### src/rtl/seg7_pkg.sv
// Shared definitions for the 7-segment scan decoder: segment encodings
// (g..a, active-low), bit order, output FSM states and decode result type.
package seg7_pkg;

  localparam int NDIG_DEFAULT = 4;

  localparam int SEG_A = 0;
  localparam int SEG_B = 1;
  localparam int SEG_C = 2;
  localparam int SEG_D = 3;
  localparam int SEG_E = 4;
  localparam int SEG_F = 5;
  localparam int SEG_G = 6;

  localparam logic [6:0] SEG_HEX_0 = 7'b1000000;
  localparam logic [6:0] SEG_HEX_1 = 7'b1111001;
  localparam logic [6:0] SEG_HEX_2 = 7'b0100100;
  localparam logic [6:0] SEG_HEX_3 = 7'b0110000;
  localparam logic [6:0] SEG_HEX_4 = 7'b0011001;
  localparam logic [6:0] SEG_HEX_5 = 7'b0010010;
  localparam logic [6:0] SEG_HEX_6 = 7'b0000010;
  localparam logic [6:0] SEG_HEX_7 = 7'b1111000;
  localparam logic [6:0] SEG_HEX_8 = 7'b0000000;
  localparam logic [6:0] SEG_HEX_9 = 7'b0011000;
  localparam logic [6:0] SEG_HEX_A = 7'b0001000;
  localparam logic [6:0] SEG_HEX_B = 7'b0000011;
  localparam logic [6:0] SEG_HEX_C = 7'b1000110;
  localparam logic [6:0] SEG_HEX_D = 7'b0100001;
  localparam logic [6:0] SEG_HEX_E = 7'b0000110;
  localparam logic [6:0] SEG_HEX_F = 7'b0001110;
  localparam logic [6:0] SEG_BLANK = 7'b1111111;

  typedef enum logic {
    ST_EMPTY = 1'b0,
    ST_FULL  = 1'b1
  } out_state_e;

  typedef struct packed {
    logic [3:0] nibble;
    logic       blank;
    logic       err;
  } seg_dec_t;

endpackage

### src/rtl/seg7_scan_decoder_if.sv
// Frame output bus of the scan decoder, with the output FSM state for observation.
interface seg7_scan_decoder_if #(
  parameter int NDIG = 4
);
  import seg7_pkg::*;

  // Handshake: frame_vld stays high with value/blank/err stable until a clock
  // edge where frame_ack is also high; that edge transfers the frame.
  // frame_ack while frame_vld is low has no effect.
  logic [4*NDIG-1:0] value;
  logic [NDIG-1:0]   blank;
  logic [NDIG-1:0]   err;
  logic              frame_vld;
  logic              frame_ack;
  logic              overrun;
  out_state_e        state;

  modport master (
    output value, blank, err, frame_vld, overrun, state,
    input  frame_ack
  );

  modport slave (
    input  value, blank, err, frame_vld, overrun, state,
    output frame_ack
  );

endinterface

### src/rtl/seg7_pattern_decode.sv
// Maps one active-low segment pattern back to its hex nibble, flagging
// all-off patterns as blank and anything else unrecognised as an error.
module seg7_pattern_decode
  import seg7_pkg::*;
(
  input  logic [6:0] pattern,
  output seg_dec_t   result
);

  always_comb begin
    result = '{nibble: 4'h0, blank: 1'b0, err: 1'b0};
    case (pattern)
      SEG_HEX_0: result.nibble = 4'h0;
      SEG_HEX_1: result.nibble = 4'h1;
      SEG_HEX_2: result.nibble = 4'h2;
      SEG_HEX_3: result.nibble = 4'h3;
      SEG_HEX_4: result.nibble = 4'h4;
      SEG_HEX_5: result.nibble = 4'h5;
      SEG_HEX_6: result.nibble = 4'h6;
      SEG_HEX_7: result.nibble = 4'h7;
      SEG_HEX_8: result.nibble = 4'h8;
      SEG_HEX_9: result.nibble = 4'h9;
      SEG_HEX_A: result.nibble = 4'hA;
      SEG_HEX_B: result.nibble = 4'hB;
      SEG_HEX_C: result.nibble = 4'hC;
      SEG_HEX_D: result.nibble = 4'hD;
      SEG_HEX_E: result.nibble = 4'hE;
      SEG_HEX_F: result.nibble = 4'hF;
      SEG_BLANK: result.blank  = 1'b1;
      default:   result.err    = 1'b1;
    endcase
  end

endmodule

### src/rtl/seg7_scan_decoder.sv
// Snoops a multiplexed 7-segment bus, captures each digit once it has been
// stable for STABLE samples, and hands complete frames out over a valid/ack pair.
module seg7_scan_decoder
  import seg7_pkg::*;
#(
  parameter int NDIG   = NDIG_DEFAULT,
  parameter int STABLE = 4
) (
  input  logic            clk,
  input  logic            resetn,
  input  logic [6:0]      seg_n,
  input  logic [NDIG-1:0] dig_n,
  seg7_scan_decoder_if.master fr
);

  localparam int SELW = (NDIG > 1) ? $clog2(NDIG) : 1;

  logic [6:0]      seg_s1, seg_s2, seg_prev;
  logic [NDIG-1:0] dig_s1, dig_s2, dig_prev;
  logic [7:0]      cnt, cnt_nx;
  logic            legal, hit;
  logic [SELW-1:0] sel;
  seg_dec_t        dec;

  logic            cap_vld;
  logic [SELW-1:0] cap_sel;
  seg_dec_t        cap_res;

  logic [4*NDIG-1:0] shadow_val, value_q;
  logic [NDIG-1:0]   shadow_blank, shadow_err, blank_q, err_q, seen;
  logic              frame_done, load, ovr_nx, overrun_q;
  out_state_e        state, state_nx;

  // Idle bus is all-ones, so synchronizers and the previous sample reset there.
  always_ff @(posedge clk or negedge resetn) begin
    if (!resetn) begin
      seg_s1   <= '1;
      seg_s2   <= '1;
      seg_prev <= '1;
      dig_s1   <= '1;
      dig_s2   <= '1;
      dig_prev <= '1;
    end else begin
      seg_s1   <= seg_n;
      seg_s2   <= seg_s1;
      seg_prev <= seg_s2;
      dig_s1   <= dig_n;
      dig_s2   <= dig_s1;
      dig_prev <= dig_s2;
    end
  end

  always_comb begin
    legal = $onehot(~dig_s2);
    sel   = '0;
    for (int i = NDIG - 1; i >= 0; i--) begin
      if (!dig_s2[i]) sel = SELW'(i);
    end
    if (legal && seg_s2 == seg_prev && dig_s2 == dig_prev) begin
      cnt_nx = (cnt == 8'(STABLE)) ? cnt : cnt + 8'd1;
    end else begin
      cnt_nx = legal ? 8'd1 : 8'd0;
    end
    hit = (cnt_nx == 8'(STABLE)) && (cnt != 8'(STABLE));
  end

  seg7_pattern_decode u_decode (
    .pattern (seg_s2),
    .result  (dec)
  );

  // The capture is staged one cycle so the shadow write lands at edge 2+STABLE.
  always_ff @(posedge clk or negedge resetn) begin
    if (!resetn) begin
      cnt     <= '0;
      cap_vld <= 1'b0;
      cap_sel <= '0;
      cap_res <= '0;
    end else begin
      cnt     <= cnt_nx;
      cap_vld <= hit;
      if (hit) begin
        cap_sel <= sel;
        cap_res <= dec;
      end
    end
  end

  assign frame_done = &seen;

  always_ff @(posedge clk or negedge resetn) begin
    if (!resetn) begin
      seen         <= '0;
      shadow_val   <= '0;
      shadow_blank <= '0;
      shadow_err   <= '0;
    end else begin
      seen <= (frame_done ? '0 : seen) | (cap_vld ? (NDIG'(1) << cap_sel) : '0);
      if (cap_vld) begin
        shadow_val[int'(cap_sel)*4 +: 4] <= cap_res.nibble;
        shadow_blank[cap_sel]            <= cap_res.blank;
        shadow_err[cap_sel]              <= cap_res.err;
      end
    end
  end

  always_ff @(posedge clk or negedge resetn) begin
    if (!resetn) state <= ST_EMPTY;
    else         state <= state_nx;
  end

  always_comb begin
    state_nx = state;
    load     = 1'b0;
    ovr_nx   = overrun_q;
    case (state)
      ST_EMPTY: begin
        if (frame_done) begin
          load     = 1'b1;
          state_nx = ST_FULL;
        end
      end
      ST_FULL: begin
        if (fr.frame_ack) begin
          ovr_nx = 1'b0;
          if (frame_done) load = 1'b1;
          else            state_nx = ST_EMPTY;
        end else if (frame_done) begin
          ovr_nx = 1'b1;
        end
      end
      default: state_nx = ST_EMPTY;
    endcase
  end

  always_ff @(posedge clk or negedge resetn) begin
    if (!resetn) begin
      value_q   <= '0;
      blank_q   <= '0;
      err_q     <= '0;
      overrun_q <= 1'b0;
    end else begin
      overrun_q <= ovr_nx;
      if (load) begin
        value_q <= shadow_val;
        blank_q <= shadow_blank;
        err_q   <= shadow_err;
      end
    end
  end

  assign fr.value     = value_q;
  assign fr.blank     = blank_q;
  assign fr.err       = err_q;
  assign fr.overrun   = overrun_q;
  assign fr.frame_vld = (state == ST_FULL);
  assign fr.state     = state;

endmodule

### src/flat_wrapper.sv
// flat-port wrapper written by rule: the top's interface ports become plain ports
module seg7_scan_decoder_flat import seg7_pkg::*;
#(
  parameter int NDIG   = NDIG_DEFAULT,
  parameter int STABLE = 4
)
  (clk, resetn, seg_n, dig_n, fr_value, fr_blank, fr_err, fr_frame_vld, fr_overrun, fr_state, fr_frame_ack);
  seg7_scan_decoder_if #(.NDIG(NDIG)) fr_i ();
  input  logic clk;
  input  logic resetn;
  input  logic [6:0] seg_n;
  input  logic [NDIG-1:0] dig_n;
  output wire logic [$bits(fr_i.value)-1:0] fr_value;
  output wire logic [$bits(fr_i.blank)-1:0] fr_blank;
  output wire logic [$bits(fr_i.err)-1:0] fr_err;
  output wire logic [$bits(fr_i.frame_vld)-1:0] fr_frame_vld;
  output wire logic [$bits(fr_i.overrun)-1:0] fr_overrun;
  output wire logic [$bits(fr_i.state)-1:0] fr_state;
  input wire logic [$bits(fr_i.frame_ack)-1:0] fr_frame_ack;
  assign fr_value = fr_i.value;
  assign fr_blank = fr_i.blank;
  assign fr_err = fr_i.err;
  assign fr_frame_vld = fr_i.frame_vld;
  assign fr_overrun = fr_i.overrun;
  assign fr_state = fr_i.state;
  assign fr_i.frame_ack = fr_frame_ack;
  seg7_scan_decoder #(.NDIG(NDIG), .STABLE(STABLE)) u_core (.clk(clk), .resetn(resetn), .seg_n(seg_n), .dig_n(dig_n), .fr(fr_i));
endmodule
### config.mk
export PLATFORM = sky130hd
export DESIGN_NAME = seg7_scan_decoder_flat
export DESIGN_NICKNAME = d
export VERILOG_FILES = /design/src/rtl/seg7_pkg.sv /design/src/rtl/seg7_scan_decoder_if.sv /design/src/rtl/seg7_pattern_decode.sv /design/src/rtl/seg7_scan_decoder.sv /design/src/flat_wrapper.sv
export SDC_FILE = /design/constraint.sdc
export NUM_CORES = 1
export LEC_CHECK = 0
export ABC_CLOCK_PERIOD_IN_PS = 3900
export CAP_MARGIN = 20
export CORE_MARGIN = 8
export CORE_UTILIZATION = 57
export CTS_CLUSTER_SIZE = 40
export DETAILED_ROUTE_END_ITERATION = 8
export HOLD_SLACK_MARGIN = 0.12
export PLACE_DENSITY = 0.79
export SYNTH_ARGS = -nofsm -noshare
export SYNTH_HDL_FRONTEND = slang
export SYNTH_SLANG_ARGS = --single-unit
export TNS_END_PERCENT = 20
### constraint.sdc
create_clock -name clk -period 3.9 [get_ports clk]
set_input_delay 0.78 -clock clk [delete_from_list [all_inputs] [get_ports clk]]
set_output_delay 0.78 -clock clk [all_outputs]
set_load 0.01 [all_outputs]
# Word-level counts from Yosys, hierarchy flattened
# Cells that the tools add are included.
# word_totals
regBits	104
inputBits	14
out_inout_bits	27
elab_cells	89
# op_classes
n_addsub	5
magnitude_cmp	2
eq_ne	22
shifts	3
muxes	24
n_bitwise	3
n_reduce_logical	9
# ops
operator	count
$pmux 4 s15	1
$eq 7x7->1 const B	5
$neg 4->33	1
$shift 4x33->16 const A	1
$shiftx 4x33->16	1
$eq 7x5->1 const B	3
$eq 7x6->1 const B	3
$reduce_or 17->1	1
$bwmux 16	1
$eq 8x3->1 const B	2
$mux 8	2
$eq 7x2->1 const B	2
$eq 7x4->1 const B	2
$mux 1	9
$add 8x1->8 const B	1
$bwmux 4	2
$mux 2	4
$mux 4	2
$ne 8x3->1 const B	1
$eq 7x3->1 const B	1
$eq 7x7->1	1
$logic_not 7->1	1
$add 1x1->2	2
$eq 4x4->1	1
other kinds (14)	18

# Logic depth before layout (Yosys ltp)
# depth
depth_word	9
mapped_depth	10
ltp_nobuf	10

# Cells and area by module
# From an unflattened synthesis, not the netlist that was laid out.
# hier_totals
hier_cells	367
hier_area_um2	4434.3
# by_module_without_submodules
module	n_inst	cells_per_inst	area_each_um2	seq_area_each_um2
seg7_scan_decoder	1	303	4032.6	2643.8
seg7_pattern_decode	1	64	401.6	0.0

# Worst setup path before layout
# Ideal clock, no wire load.
# synth_path
path_type	register -> register
startpoint	register u_core.dig_s2[0]
endpoint	register u_core.cap_res[0] in the netlist's numbering
setup_ps	125
arrival_ps	3363
required_time_ps	3775
slack_ps	413
path_stages_with_launch	11
path_buffers	0
synth_period_minus_slack_ps	3487
cell_sequence	dfstp_2 inv_1 ha_1 ha_1 fa_1 nor3b_2 nand3_1 or4_4 nand2b_4 a2111oi_4 mux2_2
# synth_via
elab_chain_len	9
elab_cells_between_ends	11
cone_classes	add/sub (2); eq/ne (3); mux (2); bitwise (1); reduce/logical (3)
# synth_rtl
item	line	source
start, declared	seg7_scan_decoder.sv:19	logic [NDIG-1:0] dig_s1, dig_s2, dig_prev;
start signal, assigned	seg7_scan_decoder.sv:48	dig_s2 <= dig_s1;
$not 4->4	seg7_scan_decoder.sv:54	legal = $onehot(~dig_s2);
$add 1x1->2 (implied by the code)	seg7_scan_decoder.sv:54	
$add 3x3->3 (implied by the code)	seg7_scan_decoder.sv:54	
$eq 3x1->1	seg7_scan_decoder.sv:54	
$logic_and 1x1->1 (2 in series)	seg7_scan_decoder.sv:59	if (legal && seg_s2 == seg_prev && dig_s2 == dig_prev) begin
$mux 8 *	seg7_scan_decoder.sv:59	
$eq 8x3->1 *	seg7_scan_decoder.sv:64	hit = (cnt_nx == 8'(STABLE)) && (cnt != 8'(STABLE));
$logic_and 1x1->1 *	seg7_scan_decoder.sv:64	
via u_core.hit	seg7_scan_decoder.sv:21	logic legal, hit;
end signal, assigned	seg7_scan_decoder.sv:78	cap_res <= '0;
end signal, assigned	seg7_scan_decoder.sv:84	cap_res <= dec;
end, declared	seg7_scan_decoder.sv:27	seg_dec_t cap_res;
# The timed path passes the listed nets; every way through them passes the cells marked *.
# A chain may end at the register's enable or synchronous reset.

# Worst setup path after layout
# Same ends and word-level chain as after synthesis.

==> impl_metrics.ini <==
[outcome]
run_status = finished, final reports clean

[power_and_ir_drop]
swShare = 0.246
static-leakage-power_nw = 2.23
seq_power_share = 0.614
ir_drop_v = 0.000340
powerDensity_mw_per_mm2 = 365
netSwitchingPower_w = 0.000457
clock_power_share = 0.337
internal_power_w = 0.00140
part_of_the_power_in_combinational_logic = 0.049

[global_route]
groute.usage.overall = 0.147
grt_first_pass_wirelength_microns = 13300
overflow = 0
grt_max_degree = 77
first_global_vias = 2784
grt_antenna_before_repair = 0

[placement]
detailedPlacementHpwl_microns = 5400
portBuffers = 40
dp_cells = 486
globalplace.congestion = 0.833

[clock_tree]
cts_resized = 0
max-clock-path-buffers = 2
clock_pin_slew_reported_for_the_worst_setup_and_hold_paths_after_clock_tree_synthesis_ps = 100
cts_root_buf = sky130_fd_sc_hd__clkbuf_8
cts_tree = yes
cts_made_buffers = 9
insertion_delay_ps = 360
post_cts_setup_buffers = 0
cts_num_sinks = 104
clock_tree.htree_level_count = 3
cts_hold_buffers_added = 0

[final_layout]
antenna_cells_inserted = 0
fin_nets = 422
layout-area-overhead-vs-synth_pct = 15.8
drive_above_1_share = 0.248
layout.cells.most_common = sky130_fd_sc_hd__dfrtp_1
fill_cells = 567
layout.cells.most_common_list = sky130_fd_sc_hd__dfrtp_1, sky130_fd_sc_hd__nand2_1, sky130_fd_sc_hd__clkdlybuf4s50_1, sky130_fd_sc_hd__mux2_2, sky130_fd_sc_hd__dfstp_2
stdcell_count = 502

[sta]
fin_skew_ps = 9.61
rsz0062_at_grt = false
achievable-frequency_mhz = 282
fin_crit_ps = 3550
timing_hold_violations_final = 0
final_max_slew_viol_count = 0
tightest_slew_ps = 887
timing.final.crit_share = 0.909
finalSetupTns_ps = 0
max-slew-margin-rel = 0.409
setup_viol = 0

[setup_path]
crit_family = simple AND/OR/NAND/NOR gates
timing.critical_path.fanout_max = 9
setup.worst_path.end_class = flop
cpMostUsedCell = sky130_fd_sc_hd__ha_1
worstSetupPathType = flop to flop
slowest_delay_ps = 580
worst_setup_path_start_kind = flop
crit_path_cell_trace = inv_1 -> ha_1 -> ha_1 -> fa_1 -> nor3b_2 -> nand3_1 -> or4_4 -> nand2b_4 -> a2111oi_4 -> buf_4 -> mux2_2
critical_path_buf_inv_count = 2
critPathRequiredTime_ps = 4150
crit_arrival_ps = 3800
cp_slowest_cell = sky130_fd_sc_hd__dfstp_2

[die]
area_inside_the_core_boundary_sq_mm = 0.00761
initial_utilization = 0.577
ios = 41
design.die.area_sq_mm = 0.0108
placement_rows = 32
die_y_microns = 104
die_w_microns = 104

[synthesis]
synth_area_sq_mm = 0.00439
synth-main-ff-cell = sky130_fd_sc_hd__dfrtp_1
synth_cell_types = 46
postSynth.asyncResetShare = 1.00
synth_seq_area_share = 0.603
syn_avg_cell_area_sq_um = 12.4
postSynthCellCount = 353
ys_ff_latch = 104
synth_fp_nets = 380
synth_warnings = 0
synth_edf_count = 0

[job]
max_cap_viol_count = 0

[worst_hold_path]
worst_hold_path_type = flop to flop

[detailed_routing]
vias_per_cell = 5.40
detail-route-antenna-nets = 0
drt_wl_total_microns = 7560
dr.pass1.iters = 4
via_count = 2712
drt_iter0_drc = 89
drcViolationCount = 0
route.detailed.wl_per_inst_microns = 15.1
[cells in the mapped netlist (all sizes together), types with 2 or more instances]
cell,n,area share
a21oi,7,0.0080
buf,2,0.0026
nand2,46,0.039
nor2,13,0.011
xor2,7,0.014
o21ai,12,0.014
xnor2,15,0.030
a22o,2,0.0040
a32oi,3,0.0060
nand4,7,0.010
nor3b,2,0.0046
mux2i,2,0.0046
ha,12,0.034
nor3,5,0.0057
dfrtp,71,0.40
and3,3,0.0043
mux2,38,0.098
inv,12,0.010
nand3,8,0.0091
nand2b,7,0.012
nor4,4,0.0057
o211ai,3,0.0051
or3,3,0.0043
clkbuf,11,0.0094
o31ai,8,0.014
dfstp,33,0.20
[sequential cells by signal (all words and copies together) (netlist names), 6 cells and up]
name               flops
u_core.seg_s1          7
u_core.fr.value       16
u_core.cap_res         6
u_core.seg_prev        7
u_core.seg_s2          7
u_core.cnt             8
u_core.shadow_val     16
[power groups by stage]
| stage | registers (W) | clock network (W) | logic, W |
|---|---|---|---|
| 6_report | 0.00114 | 0.000626 | 0.0000914 |
| 4_1_cts | 0.00114 | 0.000649 | 0.0000933 |
| 5_1_grt | 0.00114 | 0.000693 | 0.000104 |
| 2_1_floorplan | 0.00114 | 0 | 0.0000589 |
| 3_3_place_gp | 0.00116 | 0 | 0.0000914 |
| 3_5_place_dp | 0.00116 | 0 | 0.0000932 |
[stage by stage]
| step | hold WS, ps | instance area (sq um) | power [W] | utilization | worst slack [ps] |
|---|---|---|---|---|---|
| 2_1_floorplan | 345 | 4390 | 0.00120 | - | 413 |
| 3_3_place_gp | 345 | 4890 | 0.00125 | 0.643 | 427 |
| 3_5_place_dp | 347 | 4890 | 0.00125 | 0.643 | 376 |
| 4_1_cts | 362 | 5080 | 0.00188 | 0.668 | 356 |
| 5_1_grt | 365 | 5080 | 0.00194 | 0.668 | 216 |
| 6_report | 360 | 5080 | 0.00186 | 0.668 | 355 |
[worst paths after layout]
kind,cells past startpoint,start,endpoint,slack (ps)
setup / recovery,11,u_core.dig_s2[0],u_core.cap_res[0],350
hold / removal,0,u_core.seg_s1[0],u_core.seg_s2[0],360
setup reg to reg,11,u_core.dig_s2[0],u_core.cap_res[0],350
hold reg to reg,0,u_core.seg_s1[0],u_core.seg_s2[0],360
max in group asynchronous,2,resetn,u_core.seg_prev[2],2550
min in group asynchronous,1,resetn,u_core.fr.blank[0],550
[layer usage]
| metal | global-route usage | up-vias | share of wire |
|---|---|---|---|
| met4 | 0.0403 | 0 | 0.0085 |
| met1 | 0.195 | 1344 | 0.47 |
| met2 | 0.229 | 53 | 0.48 |
| met5 | 0 | - | 0 |
| met3 | 0.0452 | 6 | 0.046 |
| li1 | - | 1309 | - |
[final cells by class]
class,instances,area (sq um),area share
clock buffer,9,124,0.0244
clock inverter,7,62.6,0.0123
tap,102,128,0.0251
inverter,12,45.0,0.00886
timing repair buffer,44,428,0.0842
sequential,104,2640,0.520
multi-input combinational,224,1650,0.325
[logic make-up after synthesis]
group                      share of synthesized area
and+or+nand+nor                                0.120
DFF                                            0.603
AOI/OAI and AO/OA                             0.0707
muxes                                          0.102
buffers and inverters                         0.0222
xor gates and xnor gates                      0.0439
adders and majority gates                     0.0388
Note: power is estimated with default switching activity, not from simulation.
